$ cat config.mk
export PLATFORM = sky130hd
export DESIGN_NAME = uart_tx_fifo_flat
export DESIGN_NICKNAME = d
export VERILOG_FILES = /design/src/rtl/uart_tx_fifo_if.sv /design/src/rtl/uart_tx_fifo.sv /design/src/flat_wrapper.sv
export SDC_FILE = /design/constraint.sdc
export NUM_CORES = 1
export LEC_CHECK = 0
export CAP_MARGIN = 30
export CORE_MARGIN = 3
export CORE_UTILIZATION = 40
export DETAILED_ROUTE_END_ITERATION = 10
export PLACE_DENSITY = 0.59
export SYNTH_ARGS = -nofsm -noshare
export SYNTH_HDL_FRONTEND = slang
export SYNTH_SLANG_ARGS = --single-unit
$ cat constraint.sdc
create_clock -name sourceClk -period 5.4 [get_ports sourceClk]
set_input_delay 0.54 -clock sourceClk [delete_from_list [all_inputs] [get_ports sourceClk]]
set_output_delay 0.54 -clock sourceClk [all_outputs]
set_load 0.02 [all_outputs]
$ cat src/rtl/uart_tx_fifo_if.sv
// Host-side bus of the buffered UART transmitter: write strobe, data, FIFO
// status and the serial line, with host (master) and transmitter (slave) views.
interface uart_tx_fifo_if #(
  parameter int DATA_BITS  = 8,
  parameter int FIFO_DEPTH = 4
) ();
  logic                               cs;
  logic                               wr_en;
  logic [DATA_BITS-1:0]               wr_data;
  logic                               fifo_full;
  logic                               fifo_empty;
  logic [$clog2(FIFO_DEPTH+1)-1:0]    fifo_level;
  logic                               overflow;
  logic                               busy;
  logic                               tx_out;
  logic                               tx_complete;

  modport master (
    output cs, wr_en, wr_data,
    input  fifo_full, fifo_empty, fifo_level, overflow, busy, tx_out, tx_complete
  );

  modport slave (
    input  cs, wr_en, wr_data,
    output fifo_full, fifo_empty, fifo_level, overflow, busy, tx_out, tx_complete
  );
endinterface

$ cat src/rtl/uart_tx_fifo.sv
// Buffered UART transmitter: a write FIFO feeds a framing FSM that sends start,
// data (LSb first), optional parity and 1-2 stop bits; all outputs registered.
module uart_tx_fifo #(
  parameter int DATA_BITS    = 8,
  parameter int PARITY       = 0,
  parameter int STOP_BITS    = 1,
  parameter int CLKS_PER_BIT = 104,
  parameter int FIFO_DEPTH   = 4
) (
  input logic           sourceClk,
  input logic           reset,
  uart_tx_fifo_if.slave bus
);
  localparam int AW = $clog2(FIFO_DEPTH);
  localparam int LW = $clog2(FIFO_DEPTH + 1);
  localparam int TW = $clog2(CLKS_PER_BIT);

  typedef enum logic [2:0] {
    S_IDLE   = 3'd0,
    S_START  = 3'd1,
    S_DATA   = 3'd2,
    S_PARITY = 3'd3,
    S_STOP   = 3'd4,
    S_DONE   = 3'd5
  } state_e;

  function automatic logic frame_parity(input logic [DATA_BITS-1:0] w);
    if (PARITY == 2) begin
      return ~^w;
    end else begin
      return ^w;
    end
  endfunction

  logic [DATA_BITS-1:0] mem_q [FIFO_DEPTH];
  logic [AW-1:0]        wr_ptr_q, rd_ptr_q;
  logic [LW-1:0]        level_q, level_d;
  logic                 full_q, empty_q, overflow_q;
  state_e               state_q, state_d;
  logic [TW-1:0]        timer_q, timer_d;
  logic [3:0]           bit_cnt_q, bit_cnt_d;
  logic [DATA_BITS-1:0] shift_q, shift_d, head_s;
  logic                 par_q, par_d;
  logic                 tx_q, tx_d, busy_q, done_q;
  logic                 push_s, pop_s, bit_end_s;

  // Full is the registered flag, so a pop in the same cycle never makes room.
  assign push_s    = bus.cs & bus.wr_en & ~full_q;
  assign head_s    = mem_q[rd_ptr_q];
  assign bit_end_s = (timer_q == TW'(CLKS_PER_BIT - 1));

  // FIFO occupancy after this cycle's push and pop.
  always_comb begin
    level_d = level_q;
    case ({push_s, pop_s})
      2'b10:   level_d = level_q + LW'(1);
      2'b01:   level_d = level_q - LW'(1);
      default: level_d = level_q;
    endcase
  end

  // Framing FSM: next state, bit timing, FIFO pop and next line level.
  always_comb begin
    state_d   = state_q;
    timer_d   = timer_q;
    bit_cnt_d = bit_cnt_q;
    shift_d   = shift_q;
    par_d     = par_q;
    pop_s     = 1'b0;
    tx_d      = 1'b1;
    case (state_q)
      S_IDLE, S_DONE: begin
        timer_d   = TW'(0);
        bit_cnt_d = 4'd0;
        if (!empty_q) begin
          pop_s   = 1'b1;
          shift_d = head_s;
          par_d   = frame_parity(head_s);
          state_d = S_START;
        end else begin
          state_d = S_IDLE;
        end
      end
      S_START: begin
        tx_d = 1'b0;
        if (bit_end_s) begin
          timer_d = TW'(0);
          state_d = S_DATA;
        end else begin
          timer_d = timer_q + TW'(1);
        end
      end
      S_DATA: begin
        tx_d = shift_q[0];
        if (bit_end_s) begin
          timer_d = TW'(0);
          shift_d = shift_q >> 1;
          if (bit_cnt_q == 4'(DATA_BITS - 1)) begin
            bit_cnt_d = 4'd0;
            state_d   = (PARITY != 0) ? S_PARITY : S_STOP;
          end else begin
            bit_cnt_d = bit_cnt_q + 4'd1;
          end
        end else begin
          timer_d = timer_q + TW'(1);
        end
      end
      S_PARITY: begin
        tx_d = par_q;
        if (bit_end_s) begin
          timer_d = TW'(0);
          state_d = S_STOP;
        end else begin
          timer_d = timer_q + TW'(1);
        end
      end
      S_STOP: begin
        tx_d = 1'b1;
        if (bit_end_s) begin
          timer_d = TW'(0);
          if (bit_cnt_q == 4'(STOP_BITS - 1)) begin
            bit_cnt_d = 4'd0;
            state_d   = S_DONE;
          end else begin
            bit_cnt_d = bit_cnt_q + 4'd1;
          end
        end else begin
          timer_d = timer_q + TW'(1);
        end
      end
      default: begin
        state_d = S_IDLE;
      end
    endcase
  end

  // FIFO storage; contents need no reset since the level gates every read.
  always_ff @(posedge sourceClk) begin
    if (push_s) begin
      mem_q[wr_ptr_q] <= bus.wr_data;
    end
  end

  // State, pointers, flags and the line; the line lags the FSM by one cycle.
  always_ff @(posedge sourceClk or negedge reset) begin
    if (!reset) begin
      wr_ptr_q   <= AW'(0);
      rd_ptr_q   <= AW'(0);
      level_q    <= LW'(0);
      full_q     <= 1'b0;
      empty_q    <= 1'b1;
      overflow_q <= 1'b0;
      state_q    <= S_IDLE;
      timer_q    <= TW'(0);
      bit_cnt_q  <= 4'd0;
      shift_q    <= {DATA_BITS{1'b0}};
      par_q      <= 1'b0;
      tx_q       <= 1'b1;
      busy_q     <= 1'b0;
      done_q     <= 1'b0;
    end else begin
      wr_ptr_q   <= push_s ? wr_ptr_q + AW'(1) : wr_ptr_q;
      rd_ptr_q   <= pop_s ? rd_ptr_q + AW'(1) : rd_ptr_q;
      level_q    <= level_d;
      full_q     <= (level_d == LW'(FIFO_DEPTH));
      empty_q    <= (level_d == LW'(0));
      overflow_q <= bus.cs & bus.wr_en & full_q;
      state_q    <= state_d;
      timer_q    <= timer_d;
      bit_cnt_q  <= bit_cnt_d;
      shift_q    <= shift_d;
      par_q      <= par_d;
      tx_q       <= tx_d;
      busy_q     <= (state_q != S_IDLE);
      done_q     <= (state_q == S_DONE);
    end
  end

  assign bus.fifo_full   = full_q;
  assign bus.fifo_empty  = empty_q;
  assign bus.fifo_level  = level_q;
  assign bus.overflow    = overflow_q;
  assign bus.busy        = busy_q;
  assign bus.tx_out      = tx_q;
  assign bus.tx_complete = done_q;
endmodule

$ cat src/flat_wrapper.sv
// flat-port wrapper written by rule: the top's interface ports become plain ports
module uart_tx_fifo_flat 
#(
  parameter int DATA_BITS    = 8,
  parameter int PARITY       = 0,
  parameter int STOP_BITS    = 1,
  parameter int CLKS_PER_BIT = 104,
  parameter int FIFO_DEPTH   = 4
)
  (sourceClk, reset, bus_cs, bus_wr_en, bus_wr_data, bus_fifo_full, bus_fifo_empty, bus_fifo_level, bus_overflow, bus_busy, bus_tx_out, bus_tx_complete);
  uart_tx_fifo_if #(.DATA_BITS(DATA_BITS), .FIFO_DEPTH(FIFO_DEPTH)) bus_i ();
  input logic sourceClk;
  input logic reset;
  input wire logic [$bits(bus_i.cs)-1:0] bus_cs;
  input wire logic [$bits(bus_i.wr_en)-1:0] bus_wr_en;
  input wire logic [$bits(bus_i.wr_data)-1:0] bus_wr_data;
  output wire logic [$bits(bus_i.fifo_full)-1:0] bus_fifo_full;
  output wire logic [$bits(bus_i.fifo_empty)-1:0] bus_fifo_empty;
  output wire logic [$bits(bus_i.fifo_level)-1:0] bus_fifo_level;
  output wire logic [$bits(bus_i.overflow)-1:0] bus_overflow;
  output wire logic [$bits(bus_i.busy)-1:0] bus_busy;
  output wire logic [$bits(bus_i.tx_out)-1:0] bus_tx_out;
  output wire logic [$bits(bus_i.tx_complete)-1:0] bus_tx_complete;
  assign bus_i.cs = bus_cs;
  assign bus_i.wr_en = bus_wr_en;
  assign bus_i.wr_data = bus_wr_data;
  assign bus_fifo_full = bus_i.fifo_full;
  assign bus_fifo_empty = bus_i.fifo_empty;
  assign bus_fifo_level = bus_i.fifo_level;
  assign bus_overflow = bus_i.overflow;
  assign bus_busy = bus_i.busy;
  assign bus_tx_out = bus_i.tx_out;
  assign bus_tx_complete = bus_i.tx_complete;
  uart_tx_fifo #(.DATA_BITS(DATA_BITS), .PARITY(PARITY), .STOP_BITS(STOP_BITS), .CLKS_PER_BIT(CLKS_PER_BIT), .FIFO_DEPTH(FIFO_DEPTH)) u_core (.sourceClk(sourceClk), .reset(reset), .bus(bus_i));
endmodule
==> impl_metrics.json <==
{
  "outcome": "finished, final reports clean",
  "clock_skew_ps": 8.43,
  "wl_met2_um": 2620,
  "drive_gt1_share_pct": 14.9,
  "via_per_inst": 5.16,
  "drc_errors": 0,
  "cpLargestDelayFamily": "simple AND/OR/NAND/NOR gates",
  "critPathKind": "reg -> reg",
  "grt_max_degree": 37,
  "antenna_found_initial": 0,
  "met3_length_um": 204,
  "vias": 1980,
  "dominantRegCellSynth": "dfrtp_1",
  "place.gp.congestion": 0.764,
  "cts_setup_buffers": 0,
  "async_flop_share_pct": 52.9,
  "synth_edf_count": 32,
  "syn_inst": 256,
  "cts_resized": 0,
  "layout_setup_ws_ps": 2300,
  "cp_max_fo": 24,
  "cp_data_required_time_ps": 5670,
  "slew_violations": 0,
  "die_h_um": 95.7,
  "dpl.hpwl_um": 3890,
  "wl_per_cell_um": 14.7,
  "crit_path_start_kind": "flop",
  "clkTransAtPathRegs_ps": 80,
  "synth.distinct_cells": 53,
  "p_per_area_nw_per_um2": 492,
  "max-slew-margin-rel_pct": 46.9,
  "core-area_um2": 7770,
  "yosysTopAreaCellShare_pct": 29.9,
  "yosysWarnings": 0,
  "wl_um": 5640,
  "finalHoldViolCount": 0,
  "tritoncts": "done",
  "cts_made_buffers": 9,
  "total_power_mw": 1.82,
  "cts_root_buffer": "clkbuf_8",
  "hold_path_class": "in -> async",
  "ant_nets": 0,
  "max_freq_mhz": 323,
  "path_cells": "nor2b_1 -> nor4_2 -> ha_1 -> fa_1 -> mux2_2 -> or2_2 -> nor2b_1",
  "cp_num_buf_inv": 0,
  "worst_slew_pin_slew_ps": 797,
  "cp_common_cell": "nor2b_1",
  "fin_setup_tns_ps": 0,
  "antenna_cells": 0,
  "syn-num-nets": 277,
  "cp.arrival_ps": 3370,
  "fin_crit_ps": 3100,
  "ir_drop_mv": 0.245,
  "ctsHoldBuffers": 0,
  "start_util_pct": 41.4,
  "rows": 32,
  "drtIter0Drc": 96,
  "nNetsFinal": 298,
  "layout_worst_path_cycle_share_pct": 57.4,
  "cts_sinks": 68,
  "yosysSeqAreaShare_pct": 58.0,
  "synth_top_area_cell": "edfxtp_1",
  "insertion_delay_ps": 340,
  "grt_pass1_wl_um": 9580,
  "io_pins": 21,
  "synthTopCellsByArea": "edfxtp_1 30%, dfrtp_1 26%, mux4_2 5.6%",
  "r2r-start": "u_core.state_q[2]$_DFFE_PN0P_",
  "crit_path_end_kind": "flop",
  "ys_ff_latch": 68,
  "met1Wirelength_um": 2720,
  "io_buffers": 20,
  "dp_slack_ps": 2290,
  "fp.dieArea_um2": 9150,
  "first_pass_iters": 4,
  "syn2layout_area_growth_pct": 14.9,
  "synth.avg_cell_area_um2": 12.6,
  "critPathMaxStageDelay_ps": 830,
  "mostFrequentLayoutCell": "dfrtp_1",
  "leakagePower_nw": 1.39,
  "grt_overflow": 0,
  "cpMaxStageDelayCell": "dfrtp_1",
  "setup_violations": 0,
  "grt_pass1_vias": 1981,
  "netlist_area_um2": 3220,
  "rsz0062_at_grt": "no",
  "clockBufferDepth": 2,
  "max_cap_violations": 0,
  "highest_layer": "met4",
  "place_area_um2": 3490,
  "crit_start": "u_core.state_q[2]$_DFFE_PN0P_",
  "die_w_um": 95.7,
  "final_area_um2": 3700,
  "htree_num_levels": 3,
  "nFillCells": 711,
  "track_usage_pct": 14.0,
  "layout_common_cells": "34 x dfrtp_1, 32 x edfxtp_1, 22 x nor2_1"
}
[layer usage]
| layer | up-vias | GRT usage [%] |
|---|---|---|
| met1 | 967 | 19.2 |
| met5 | - | 0 |
| met3 | 8 | 4.42 |
| li1 | 974 | - |
| met4 | 0 | 6.28 |
| met2 | 31 | 20.4 |
[synth_stat cells, types with 2 or more instances]
cell / n
a21o_1: 2
a21o_2: 2
a21oi_1: 15
a31oi_1: 3
and2_1: 6
and3_1: 2
buf_1: 2
buf_2: 2
clkbuf_1: 5
dfrtp_1: 34
dfstp_2: 2
edfxtp_1: 32
ha_1: 8
inv_1: 9
mux2i_1: 9
mux4_2: 8
nand2_1: 18
nand2b_1: 3
nand3_1: 3
nor2_1: 22
nor2b_1: 3
nor3_1: 3
nor3b_1: 2
o21a_1: 2
o21ai_0: 13
o22ai_1: 4
or2_2: 3
or4_1: 2
xnor2_1: 12
xor2_1: 2
[worst register-to-register path, stage by stage, from the launching register on]
cell	delay, ps
dfrtp_1	830
nor2b_1	150
nor4_2	630
ha_1	330
fa_1	430
mux2_2	280
or2_2	290
nor2b_1	100
[through the flow]
step	utilization [%]	hold WS [ps]	instances
detailed placement	45.0	500	368
floorplan	-	244	256
CTS	47.6	305	384
finish	47.6	276	384
global route	47.6	334	384
global placement	45.0	509	368
[worst paths after layout]
path / to / slack [ps] / depth (start not counted)
max: u_core.bus.fifo_full$_DFF_PN0_ / 2300 / 7
min: u_core.timer_q[6]$_DFFE_PN0P_ / 280 / 1
max reg2reg: u_core.bus.fifo_full$_DFF_PN0_ / 2300 / 7
min reg2reg: u_core.bus.fifo_level[2]$_DFF_PN0_ / 530 / 1
max in group asynchronous: u_core.bus.overflow$_DFF_PN0_ / 4610 / 1
min in group sourceClk: u_core.bus.fifo_level[2]$_DFF_PN0_ / 530 / 1
[registers in the layout (all words and copies together) (netlist names)]
signal,count
u_core.mem_q,32
u_core.shift_q,8
u_core.timer_q,7
u_core.bit_cnt_q,4
u_core.bus.fifo_level,3
u_core.state_q,3
u_core.rd_ptr_q,2
u_core.wr_ptr_q,2
u_core.bus.busy,1
u_core.bus.fifo_empty,1
u_core.bus.fifo_full,1
u_core.bus.overflow,1
u_core.bus.tx_complete,1
u_core.bus.tx_out,1
u_core.par_q,1
[final cells by class]
| type | instances | area, um2 | area share (%) |
|---|---|---|---|
| inverter | 9 | 33.8 | 0.914 |
| multi-input combinational | 169 | 1270 | 34.4 |
| timing repair buffer | 20 | 195 | 5.28 |
| tap | 102 | 128 | 3.45 |
| sequential | 68 | 1860 | 50.4 |
| clock buffer | 9 | 124 | 3.35 |
| clock inverter | 7 | 81.3 | 2.20 |
[logic make-up after synthesis]
| kind of cell | after synthesis | synth area share, % |
|---|---|---|
| AO/OA/AOI/OAI | 52 | 11.1 |
| XOR/XNOR | 14 | 3.81 |
| adder cells (fa/ha/maj) | 9 | 3.73 |
| buffers and inverters | 19 | 2.53 |
| flip-flops | 68 | 58.0 |
| multiplexers | 18 | 8.75 |
| AND/OR/NAND/NOR | 76 | 12.1 |
[power breakdown]
| group | total [mW] | internal [mW] | switching, mW |
|---|---|---|---|
| logic | 0.605 | 0.312 | 0.293 |
| clock network | 0.430 | 0.220 | 0.210 |
| registers | 0.784 | 0.665 | 0.119 |
| total | 1.82 | 1.20 | 0.621 |
No activity file was read; power rests on OpenSTA's default activity.
==> edit (same flow settings) <==
`PARITY` is set to 0 in 2 places; all go to 1.
--- a/src/rtl/uart_tx_fifo.sv
+++ b/src/rtl/uart_tx_fifo.sv
@@ -3,5 +3,5 @@
 module uart_tx_fifo #(
   parameter int DATA_BITS    = 8,
-  parameter int PARITY       = 0,
+  parameter int PARITY       = 1,
   parameter int STOP_BITS    = 1,
   parameter int CLKS_PER_BIT = 104,
--- a/src/flat_wrapper.sv
+++ b/src/flat_wrapper.sv
@@ -3,5 +3,5 @@
 #(
   parameter int DATA_BITS    = 8,
-  parameter int PARITY       = 0,
+  parameter int PARITY       = 1,
   parameter int STOP_BITS    = 1,
   parameter int CLKS_PER_BIT = 104,
Behaviour: same outputs for any inputs over 10 cycles, from zero or initial values and one cycle with reset low; that may be too few to reach the edited logic, so the function may still have changed.
==> edit against the original RTL <==
Final area is 4.3% lower. Power is 0.31% lower. Sequential share of layout area up 2.3 points. Core utilization is 0.67 points higher. Area after synthesis shrank 5.2%. Routed wire length decreased by 7.5%. Sequential power decreased by 2%. Die area down 4.9%. Worst setup slack better by 480 ps. Sequential cell count unchanged. First-iteration DRC count shrank 4.2%. Count of clock-buffer cells in the layout unchanged. Largest power group unchanged. Highest routed layer unchanged.
==> edit: results (changes against the original RTL) <==
- Outcome: complete, no violations
- Critical path endpoint: u_core.bus.fifo_empty
- Avg WL per Cell: 14.4 µm (-1.9%)
- Routability congestion estimate: 0.821 (+7.5%)
- Cell Int Power: 1.19 mW (-0.51%)
- Distinct cell type count after synthesis: 41 (-23%)
- Met3 WL post-DR: 170 µm (-17%)
- First-pass GRT wire length: 9050 µm (-5.6%)
- Hpwl dp: 3580 µm (-7.9%)
- Met2 WL post-DR: 2600 µm (-0.57%)
- Placed Cells: 346 (-6.0%)
- Layout Cells excl Fill: 362 (-5.7%)
- Syn Nets: 254 (-8.3%)
- Static leakage power: 1.32 nW (-4.8%)
- GR Util All Layers: 0.136 (-0.00386)
- Cell Area, Placed: 3330 µm² (-4.6%)
- Grt met2 use: 0.220 (+0.0160)
- Commonest cells in the netlist: 34 x dfrtp_1, 32 x edfxtp_1, 23 x nor2_1
- Sequential area share after synthesis: 0.611 (+0.0316)
- Crit-path max cell delay: 510 ps (-320 ps)
- Worst slew pin tran: 809 ps (+12.9 ps)
- Synth Instances: 233 (-9.0%)
- Peak supply drop: 0.256 mV (+4.9%)
- Nets: 279 (-6.4%)
- Worst slack, placed: 2450 ps (+158 ps)
- Fraction of layout cells with a size suffix above 1: 0.129 (-0.0197)
- Critical Path AT: 2890 ps (-480 ps)
- Via Count: 1768 (-11%)
- Worst Skew: 11.9 ps (+3.49 ps)
- CP max FO: 13 (-46%)
edit: how the worst min path moves through the flow:
| stage | from | cells after the start | endpoint | slack (ps) |
|---|---|---|---|---|
| finish | reset | 1 | u_core.bus.fifo_level[0] | 280 |
| global route | reset | 1 | u_core.bus.fifo_level[0] | 350 |
| CTS | reset | 1 | u_core.shift_q[4] | 300 |
| detailed placement | u_core.timer_q[6] | 1 | u_core.timer_q[6] | 500 |
| global placement | u_core.timer_q[6] | 1 | u_core.timer_q[6] | 460 |
| floorplan | reset | 0 | u_core.bit_cnt_q[0] | 240 |
edit: final cells by class:
| class | instances | area (µm²) |
|---|---|---|
| well taps | 99 | 124 |
| clock buffers | 9 | 124 |
| clock inverters | 7 | 81.3 |
| multi-input cells | 148 | 1100 |
| flip-flops and latches | 68 | 1860 |
| repair buffers | 21 | 203 |
| fillers | 634 | 3790 |
| inverters | 10 | 37.5 |
edit: critical path: cells and delay by family (launching register included):
kind | cells | cell delay [ps]
AND/OR/NAND/NOR | 4 | 1060
multiplexers | 1 | 280
adder cells (fa/ha/maj) | 2 | 700
flip-flops | 1 | 510
edit: power by group through the flow:
stage | Combinational [mW] | Sequential [mW] | Clock (mW)
after floorplan | 0.499 | 0.750 | 0
after global placement | 0.609 | 0.779 | 0
after detailed placement | 0.622 | 0.783 | 0
after CTS | 0.624 | 0.772 | 0.446
after global routing | 0.689 | 0.789 | 0.471
final | 0.612 | 0.768 | 0.433
edit: logic make-up (layout without fill, tap and decap cells):
group	count (synthesis)	count (layout)	share of synthesized area
adder cells (fa/ha/maj)	9	9	0.0394
XOR/XNOR	16	16	0.0459
multiplexers	17	17	0.0890
buffers and inverters	17	47	0.0267
AND/OR/NAND/NOR	63	63	0.106
AO/OA/AOI/OAI	43	43	0.0816
flip-flops	68	68	0.611
